### src/rtl/instr_mem_loader_pkg.sv
// ----------------------------------------------------------------------------
// instr_mem_loader_pkg
// Shared definitions for the instruction memory and its byte-stream loader.
// The memory geometry and the loader state enumeration live here so that the
// memory, the loader and the word assembler all agree on them.
//
// Contents:
//   IMEM_DEPTH     instruction memory depth in 32-bit words
//   WORD_BYTES     bytes per instruction word
//   LANE_W         width of a byte-lane index inside one word
//   COUNT_W        width of the loader word counter (holds 0..IMEM_DEPTH)
//   loader_state_t IDLE / LOAD / DONE session states
//   place_byte()   positions a byte in its big-endian lane of a word
// ----------------------------------------------------------------------------
package instr_mem_loader_pkg;

  localparam int IMEM_DEPTH = 32;
  localparam int WORD_BYTES = 4;
  localparam int LANE_W     = $clog2(WORD_BYTES);
  localparam int COUNT_W    = 6;

  typedef enum logic [1:0] {
    ST_IDLE = 2'd0,
    ST_LOAD = 2'd1,
    ST_DONE = 2'd2
  } loader_state_t;

  // Lane 0 is the most significant byte, so each further lane moves the
  // byte eight bits further down the word.
  function automatic logic [31:0] place_byte(input logic [7:0]        b,
                                             input logic [LANE_W-1:0] lane);
    logic [31:0] w;
    w = {b, 24'h000000} >> {lane, 3'b000};
    return w;
  endfunction

endpackage

### src/rtl/word_assembler.sv
// ----------------------------------------------------------------------------
// word_assembler
// Packs accepted bytes big-endian into a 32-bit word. The first byte of a
// word lands in [31:24], the last in [7:0]. A word is complete when its
// final lane is filled or when the offered byte is marked as the last byte
// of the image; lanes not yet filled at that point read as zero because the
// holding register is cleared after every completed word.
//
// Ports:
//   clk          sole clock, rising edge
//   reset        synchronous active-high reset, discards any partial word
//   i_clear      start of a new session: drop the partial word, lane 0
//   i_accept     a byte is being accepted this cycle
//   i_byte       the accepted byte
//   i_last       the accepted byte is the final byte of the image
//   o_word_done  this cycle's accepted byte completes a word
//   o_word       the word including this cycle's byte (valid with o_word_done)
// ----------------------------------------------------------------------------
module word_assembler
  import instr_mem_loader_pkg::*;
(
  input  logic        clk,
  input  logic        reset,
  input  logic        i_clear,
  input  logic        i_accept,
  input  logic [7:0]  i_byte,
  input  logic        i_last,
  output logic        o_word_done,
  output logic [31:0] o_word
);

  logic [31:0]       r_word;
  logic [LANE_W-1:0] r_lane;
  logic [31:0]       w_merged;
  logic              w_lane_full;

  // The current byte is merged combinationally so the loader can register
  // the finished word on the same edge that accepts its final byte.
  assign w_merged    = r_word | place_byte(i_byte, r_lane);
  assign w_lane_full = (r_lane == LANE_W'(WORD_BYTES - 1));
  assign o_word_done = i_accept && (i_last || w_lane_full);
  assign o_word      = w_merged;

  // Holding register and lane index. A completed word is handed off to the
  // loader, so the register returns to zero ready to zero-fill the next one.
  always_ff @(posedge clk) begin
    if (reset || i_clear) begin
      r_word <= 32'h0;
      r_lane <= '0;
    end else if (i_accept) begin
      if (o_word_done) begin
        r_word <= 32'h0;
        r_lane <= '0;
      end else begin
        r_word <= w_merged;
        r_lane <= r_lane + 1'b1;
      end
    end
  end

endmodule

### src/rtl/instr_mem_loader.sv
// ----------------------------------------------------------------------------
// instr_mem_loader
// Streams a byte image into instruction memory one 32-bit word at a time.
// A session starts with a one-cycle start pulse, accepts at most one byte
// per cycle while in LOAD, and ends in DONE once the image's final byte has
// been written or the memory is full. The write port is fully registered.
// DEPTH must stay within 1..63 so the 6-bit word counter can reach DEPTH.
//
// Ports:
//   clk         sole clock, rising edge
//   reset       synchronous active-high reset
//   start       one-cycle request to begin (or restart) a load session
//   byte_valid  a byte is offered on byte_data
//   byte_data   offered byte
//   byte_last   offered byte is the final byte of the image
//   byte_ready  loader accepts the offered byte this cycle (state LOAD)
//   wr_en       one-cycle write strobe to instruction memory
//   wr_addr     word-aligned byte address of the written word
//   wr_data     word being written
//   busy        session is in LOAD
//   done        session is in DONE
//   word_count  words written in the current session
// ----------------------------------------------------------------------------
module instr_mem_loader
  import instr_mem_loader_pkg::*;
#(
  parameter int DEPTH = IMEM_DEPTH,
  parameter int AW    = 32
) (
  input  logic               clk,
  input  logic               reset,
  input  logic               start,
  input  logic               byte_valid,
  input  logic [7:0]         byte_data,
  input  logic               byte_last,
  output logic               byte_ready,
  output logic               wr_en,
  output logic [AW-1:0]      wr_addr,
  output logic [31:0]        wr_data,
  output logic               busy,
  output logic               done,
  output logic [COUNT_W-1:0] word_count
);

  loader_state_t      r_state;
  logic [COUNT_W-1:0] r_word_count;
  logic               r_wr_en;
  logic [AW-1:0]      r_wr_addr;
  logic [31:0]        r_wr_data;
  logic               r_busy;
  logic               r_done;

  logic               w_accept;
  logic               w_clear;
  logic               w_word_done;
  logic [31:0]        w_word;
  logic               w_last_slot;
  logic               w_final_write;

  // Readiness depends on the state alone, so a byte offered in the cycle
  // after the final write is already refused.
  assign byte_ready    = (r_state == ST_LOAD);
  assign w_accept      = byte_valid && byte_ready;
  assign w_clear       = start && (r_state != ST_LOAD);
  assign w_last_slot   = (r_word_count == COUNT_W'(DEPTH - 1));
  assign w_final_write = w_word_done && (byte_last || w_last_slot);

  word_assembler u_word_assembler (
    .clk         (clk),
    .reset       (reset),
    .i_clear     (w_clear),
    .i_accept    (w_accept),
    .i_byte      (byte_data),
    .i_last      (byte_last),
    .o_word_done (w_word_done),
    .o_word      (w_word)
  );

  // Session FSM, word counter and write port. The write, the counter step
  // and the move to DONE all take effect on the edge that accepts the byte
  // completing a word, so word_count already shows the new total while
  // wr_en is high. Address and data hold between writes.
  always_ff @(posedge clk) begin
    if (reset) begin
      r_state      <= ST_IDLE;
      r_word_count <= '0;
      r_wr_en      <= 1'b0;
      r_wr_addr    <= '0;
      r_wr_data    <= 32'h0;
      r_busy       <= 1'b0;
      r_done       <= 1'b0;
    end else begin
      r_wr_en <= 1'b0;
      case (r_state)
        ST_IDLE, ST_DONE: begin
          if (start) begin
            r_state      <= ST_LOAD;
            r_word_count <= '0;
            r_busy       <= 1'b1;
            r_done       <= 1'b0;
          end
        end
        ST_LOAD: begin
          if (w_word_done) begin
            r_wr_en      <= 1'b1;
            r_wr_addr    <= AW'({r_word_count, 2'b00});
            r_wr_data    <= w_word;
            r_word_count <= r_word_count + 1'b1;
          end
          if (w_final_write) begin
            r_state <= ST_DONE;
            r_busy  <= 1'b0;
            r_done  <= 1'b1;
          end
        end
        default: begin
          r_state <= ST_IDLE;
          r_busy  <= 1'b0;
          r_done  <= 1'b0;
        end
      endcase
    end
  end

  assign wr_en      = r_wr_en;
  assign wr_addr    = r_wr_addr;
  assign wr_data    = r_wr_data;
  assign busy       = r_busy;
  assign done       = r_done;
  assign word_count = r_word_count;

endmodule

### config.mk
export PLATFORM = sky130hd
export DESIGN_NAME = instr_mem_loader
export DESIGN_NICKNAME = d
export VERILOG_FILES = /design/src/rtl/instr_mem_loader_pkg.sv /design/src/rtl/word_assembler.sv /design/src/rtl/instr_mem_loader.sv
export SDC_FILE = /design/constraint.sdc
export NUM_CORES = 1
export LEC_CHECK = 0
export ABC_AREA = 1
export CAP_MARGIN = 10
export CORE_MARGIN = 4
export CORE_UTILIZATION = 28
export CTS_BUF_LIST = sky130_fd_sc_hd__clkbuf_2 sky130_fd_sc_hd__clkbuf_4 sky130_fd_sc_hd__clkbuf_8
export DETAILED_ROUTE_END_ITERATION = 10
export PLACE_DENSITY_LB_ADDON = 0.2
export SYNTH_ARGS = -nofsm -noshare
export SYNTH_HDL_FRONTEND = slang
export SYNTH_SLANG_ARGS = --single-unit
### constraint.sdc
create_clock -name clk -period 2.04 [get_ports clk]
set_input_delay 0.306 -clock clk [delete_from_list [all_inputs] [get_ports clk]]
set_output_delay 0.306 -clock clk [all_outputs]
set_load 0.005 [all_outputs]
-- Yosys cells after proc, flatten, opt, wreduce, memory -nomap -nowiden
Index checks and enable logic that the tools add are counted.
W data, S select, Z words.
- reductions and logical operators: 14
- equality and inequality tests: 8
- add/subtract/negate cells: 2
- bitwise operators: 2
- shifts and indexed selects: 1
- multiplexer cells: 15
- operators by type and width (cell ; count):
    $mux W32 ; 1
    $or A32 B32 Y32 ; 1
    $shr A32 B5 Y32 ; 1
    $mux W6 ; 2
    $pmux W6 S2 ; 1
    $add A6 B1 Y6 const B ; 1
    $eq A6 B5 Y1 const B ; 1
    $mux W2 ; 3
    $ne A2 B1 Y1 const B ; 3
    $mux W1 ; 5
    $eq A2 B2 Y1 const B ; 2
    $logic_and A1 B1 Y1 ; 4
    $pmux W1 S2 ; 2
    $pmux W2 S2 ; 1
    $reduce_and A2 Y1 ; 2
    $reduce_or A2 Y1 ; 2
    $logic_or A1 B1 Y1 ; 3
    $reduce_and A3 Y1 ; 1
    $add A2 B1 Y2 const B ; 1
    $eq A2 B1 Y1 const B ; 1
    $logic_not A2 Y1 ; 1
    $ne A2 B2 Y1 const B ; 1
    $reduce_bool A2 Y1 ; 1
    $not A1 Y1 ; 1
- register bits after elaboration: 83
- output and inout port bits: 74

-- Logic depth before layout (Yosys ltp)
- depth after elaboration: 6
- depth in mapped cells: 10

-- Cells and area by module
Synthesis repeated with hierarchy kept, for this count alone.
- cell total of the unflattened synthesis: 579
- area, all modules: 4063.9 µm²
- by module, submodules not included (module ; cells an instance ; instances ; sequential area each (µm²) ; area an instance (µm²)):
    word_assembler ; 322 ; 1 ; 680.7 ; 2040.7
    instr_mem_loader ; 257 ; 1 ; 960.9 ; 2023.2

-- Worst setup path before layout
Ideal clock, no wire load.
- path type: reg-to-reg
- start point: reg r_state[0]
- end point: reg r_busy (netlist: busy)
- setup time: 0.132 ns
- arrival time: 1.229 ns
- setup slack: 0.679 ns
- data required time: 1.908 ns
- stages on the path, launching flop included: 11
- cells stage by stage: dfxtp_1 > inv_2 > nor2_4 > nand2_4 > nor2_4 > buf_6 > nand2_1 > nand2_1 > nand2_1 > nand2_1 > a21oi_1
- cells in the longest elaborated chain, start to end: 6
- ends and longest elaborated chain (element ; RTL line ; source):
    start: declaration ; instr_mem_loader.sv:45 ; loader_state_t r_state;
    start signal: assignment ; instr_mem_loader.sv:85 ; r_state <= ST_IDLE;
    start signal: assignment ; instr_mem_loader.sv:97 ; r_state <= ST_LOAD;
    start signal: assignment ; instr_mem_loader.sv:111 ; r_state <= ST_DONE;
    $eq A2 B1 Y1 (*) ; instr_mem_loader.sv:62 ; assign byte_ready = (r_state == ST_LOAD);
    via byte_ready ; instr_mem_loader.sv:36 ; output logic byte_ready,
    $logic_and A1 B1 Y1 ; instr_mem_loader.sv:63 ; assign w_accept = byte_valid && byte_ready;
    $logic_and A1 B1 Y1 ; word_assembler.sv:41 ; assign o_word_done = i_accept && (i_last || w_lane_full);
    $logic_and A1 B1 Y1 ; instr_mem_loader.sv:66 ; assign w_final_write = w_word_done && (byte_last || w_last_slot);
    $ne A2 B1 Y1 (no source line) ; - ;
    $reduce_and A2 Y1 (no source line) ; - ;
    end signal: assignment ; instr_mem_loader.sv:90 ; r_busy <= 1'b0;
    end signal: assignment ; instr_mem_loader.sv:99 ; r_busy <= 1'b1;
    end signal: assignment ; instr_mem_loader.sv:112 ; r_busy <= 1'b0;
    end: declaration ; instr_mem_loader.sv:50 ; logic r_busy;
The timed path passes the listed nets; every way through them passes the cells marked *.
A chain may end at the register's enable or synchronous reset.

-- Final worst setup path
- start point: reg r_state[0]
- end point: out byte_ready
- cells in the longest elaborated chain, start to end: 1
- ends and longest elaborated chain (element ; RTL line):
    $eq A2 B1 Y1 ; instr_mem_loader.sv:62
    end: declaration ; instr_mem_loader.sv:36
No other way between the ends.

==> results.txt <==
----------------------------------------------------
[Routing]
  DR pass1 iterations ... 4
  Antenna viol nets, final ... 0
  Drt initial violations ... 206
  Routed wire per std cell ... 12.9 um
  Via count ... 2966
  Number of remaining DRC errors ... 0
  Ratio of routed vias to standard cells ... 4.37
  Detailed Route WL ... 8.73 mm

[Clock network]
  Number of hold buffers added after cts ... 0
  Worst skew pair latency ... 350 ps
  Number of H-tree levels ... 3
  Clock buffers created by TritonCTS ... 9
  Reg clk slew, reported paths ... roughly 70 ps
  Root buf cell ... sky130_fd_sc_hd__clkbuf_8
  Post-CTS Repair Setup Buffers ... 0
  # resized after CTS ... 0
  TritonCTS clock tree ... built
  Clock Path Buffers ... 2
  # clock sinks ... 83

[Pwr]
  Int Power ... 2.60 mW
  Max IR drop VDD ... approximately 0.34 mV
  Power density over cell area ... 791 mW/mm^2
  Sw Pwr ... 865 uW
  Proportion of power drawn by combinational gates ... 13.9%
  Switching share of power ... between 20% and 30%
  Total power ... 3.46 mW
  Power share of the sequential group ... 49.8%
  Pleak ... 1.60 nW
  Clock Power Share ... a little over a third

[Critical path]
  Required time of the worst setup path ... 1730 ps
  Worst path arrival time ... 1590 ps
  Crit. End Element ... primary output
  Largest driver fanout on the critical path ... 5
  Type of origin of the critical path ... flip-flop
  Destination of the worst register-to-register timing path ... wr_data[27]$_SDFFE_PP0P_
  Reg2reg path depth ... 6
  Critical path launch point ... r_state[0]$_SDFFE_PP0P_
  Beginning of the worst register-to-register path ... u_word_assembler.r_lane[1]$_SDFFE_PP0P_
  Worst setup path endpoint ... byte_ready
  R2r setup slk ... 400 ps
  Type of the setup path with the least slack ... flip-flop to primary output

[Finish]
  Final standard cell utilization of the core ... a little over a third
  Share of layout cells above drive strength 1 ... approximately 7%
  Number of standard cells in the final layout excluding fillers ... 679
  Final layout net count ... 522
  Area Overhead vs Synth ... 26.4%
  Ant diodes ... 0

[STA]
  Final Setup Violations ... 0
  Final Hold Violating Endpoints ... 0
  Tightest slew margin relative to the limit ... between 60% and 70%
  Tcrit/Tclk final ... between 90 and 100%
  Setup skew after layout ... 9.88 ps
  Final worst setup slack ... 145 ps
  Total Negative Setup Slacks ... 0 ps
  Unrepaired setup endpoints after global routing ... no
  Maximum clock rate ... 528 MHz
  Final worst path period need ... 1890 ps
  Actual slew at the worst max-slew pin ... 497 ps
  Pins over their slew limit ... 0

[Die]
  Top-level port count ... 87
  Die Y ... 119 um
  Core Area ... 0.0121 sq mm
  Placement row count ... 40
  Die ar. ... 0.0142 sq mm
  Starting density of the core ... 28.7%
  X dimension of the die ... 119 um

[Synthesis]
  Synth Area per Inst ... 7.70 sq um
  Number of storage elements in the synthesis netlist ... 83
  Netlist Area Pre-Place ... between 0.003 and 0.004 sq mm
  Synth top area share ... 48.0%
  Number of enable flip-flop cells after synthesis ... 0
  Number of warnings printed during yosys synthesis ... 0
  Synth area leader ... sky130_fd_sc_hd__dfxtp_1
  Largest cells by area after synthesis ... sky130_fd_sc_hd__dfxtp_1 (48%), sky130_fd_sc_hd__nor2_1 (11%), sky130_fd_sc_hd__buf_4 (6.5%)
  Post-synthesis async set-or-reset flop share ... 0%
  Number of standard cells after synthesis ... 450
  Part of the Yosys area used for sequential elements ... 48.0%
  Prevailing post-synth register cell ... sky130_fd_sc_hd__dfxtp_1
  Unique cell type count in the Yosys netlist ... 28

[Status]
  Status ... complete, no violations

[GRT]
  First-pass GRT wire length ... 14.2 mm
  GRT overflow ... 0
  Initial antenna violation count ... 0
  Aggregate global-route resource usage ... ~12%
  Largest net degree at the start of global routing ... 39
  Vias in the first global route ... 2728

[Placed design]
  Number of placed instances, taps included ... 664
  RePlAce Congestion ... 0.768
  Post-Place Worst Slack ... 275 ps
  Port-buffer cells ... 60
  Half-perimeter wire length of the detailed placement result ... 6.09 mm

[Worst hold path]
  Worst hold path type ... flip-flop to flip-flop

[Job]
  Maxcap violations ... 0

----------------------------------------------------
cells by family (layout without fill, tap and decap cells):
logic type / Yosys count / count (layout) / share of synthesized area (%)
adder cells (fa/ha/maj): 2 / 2 / 0.722
buffers and inverters: 91 / 127 / 13.9
XOR/XNOR: 3 / 3 / 0.759
flip-flops: 83 / 83 / 48.0
other: 1 / 26 / 0.108
AND/OR/NAND/NOR: 174 / 174 / 21.3
AO/OA/AOI/OAI: 96 / 96 / 15.2
synthesized netlist by cell type (2+ instances only):
cell type	n
sky130_fd_sc_hd__a31oi_1	24
sky130_fd_sc_hd__dfxtp_1	83
sky130_fd_sc_hd__a21oi_1	29
sky130_fd_sc_hd__buf_1	2
sky130_fd_sc_hd__o21ai_0	38
sky130_fd_sc_hd__nand3_1	33
sky130_fd_sc_hd__nand2_2	2
sky130_fd_sc_hd__xor2_1	3
sky130_fd_sc_hd__buf_6	3
sky130_fd_sc_hd__inv_1	39
sky130_fd_sc_hd__buf_2	4
sky130_fd_sc_hd__nand2_1	34
sky130_fd_sc_hd__buf_4	30
sky130_fd_sc_hd__clkbuf_1	11
sky130_fd_sc_hd__nor2_4	3
sky130_fd_sc_hd__nor2_1	98
sky130_fd_sc_hd__ha_1	2
sky130_fd_sc_hd__nand4_1	2
placed cells by master (no fill, tap or decap), drive strengths merged:
cell type,Yosys,final
o21bai,1,1
a211oi,1,1
bufinv,0,1
clkinv,1,1
dfxtp,83,83
buf,39,11
o21ai,39,39
nand3,33,33
nor2,101,101
conb,1,26
a31oi,24,24
xor2,3,3
o211a,1,1
nand4,2,2
clkdlybuf4s50,0,60
a21oi,30,30
ha,2,2
inv,40,40
clkbuf,11,14
or2,1,1
nand2,37,37
power groups by stage:
stage               sequential (mW)  clock (mW)  combinational [mW]
floorplan                      1.76           0               0.291
global placement               1.76           0               0.482
detailed placement             1.76           0               0.483
CTS                            1.72        1.31               0.485
global route                   1.73        1.37               0.534
finish                         1.72        1.26               0.481
state kept, by name (all words and copies together), names as in the netlist:
| name | flops |
|---|---|
| done | 1 |
| word_count | 6 |
| r_state | 2 |
| wr_addr | 6 |
| wr_data | 32 |
| u_word_assembler.r_word | 32 |
| wr_en | 1 |
| u_word_assembler.r_lane | 2 |
| busy | 1 |
critical path, cell delays in order (launching register included):
cell	delay [ps]
sky130_fd_sc_hd__dfxtp_1	450
sky130_fd_sc_hd__inv_2	70
sky130_fd_sc_hd__nor2_4	180
sky130_fd_sc_hd__clkdlybuf4s50_1	540
layout make-up:
| type | instances | area, sq um |
|---|---|---|
| flip-flops and latches | 83 | 1660 |
| repair buffers | 71 | 721 |
| well taps | 168 | 210 |
| multi-input cells | 301 | 1410 |
| inverters | 41 | 154 |
| fillers | 1285 | 7680 |
| clock inverters | 1 | 30.0 |
| clock buffers | 14 | 186 |
how the worst min path moves through the flow:
| stage | startpoint | endpoint | slack [ps] | cells after the start |
|---|---|---|---|---|
| after global placement | u_word_assembler.r_word[19]$_SDFFE_PP0P_ | wr_data[19]$_SDFFE_PP0P_ | 440 | 2 |
| final | u_word_assembler.r_word[23]$_SDFFE_PP0P_ | wr_data[23]$_SDFFE_PP0P_ | 450 | 2 |
| after CTS | u_word_assembler.r_word[12]$_SDFFE_PP0P_ | wr_data[12]$_SDFFE_PP0P_ | 450 | 2 |
| after global routing | u_word_assembler.r_word[22]$_SDFFE_PP0P_ | wr_data[22]$_SDFFE_PP0P_ | 480 | 2 |
| after detailed placement | u_word_assembler.r_word[9]$_SDFFE_PP0P_ | wr_data[9]$_SDFFE_PP0P_ | 450 | 2 |
| after floorplan | u_word_assembler.r_word[24]$_SDFFE_PP0P_ | u_word_assembler.r_word[24]$_SDFFE_PP0P_ | 430 | 2 |
routing by layer:
| metal | vias to the layer above | track usage, % | wire, um |
|---|---|---|---|
| met5 | - | 0 | 0 |
| met4 | 0 | 3.91 | 75 |
| met3 | 6 | 3.89 | 626 |
| met2 | 96 | 18.6 | 3830 |
| met1 | 1343 | 17.0 | 4200 |
| li1 | 1521 | - | - |
metrics by stage:
step                      area [sq um]  hold slack (ps)
final                             4380              454
after global routing              4380              475
after CTS                         4380              455
after detailed placement          4160              448
after global placement            4160              438
after floorplan                   3560              432
No activity file was read; power rests on OpenSTA's default activity.
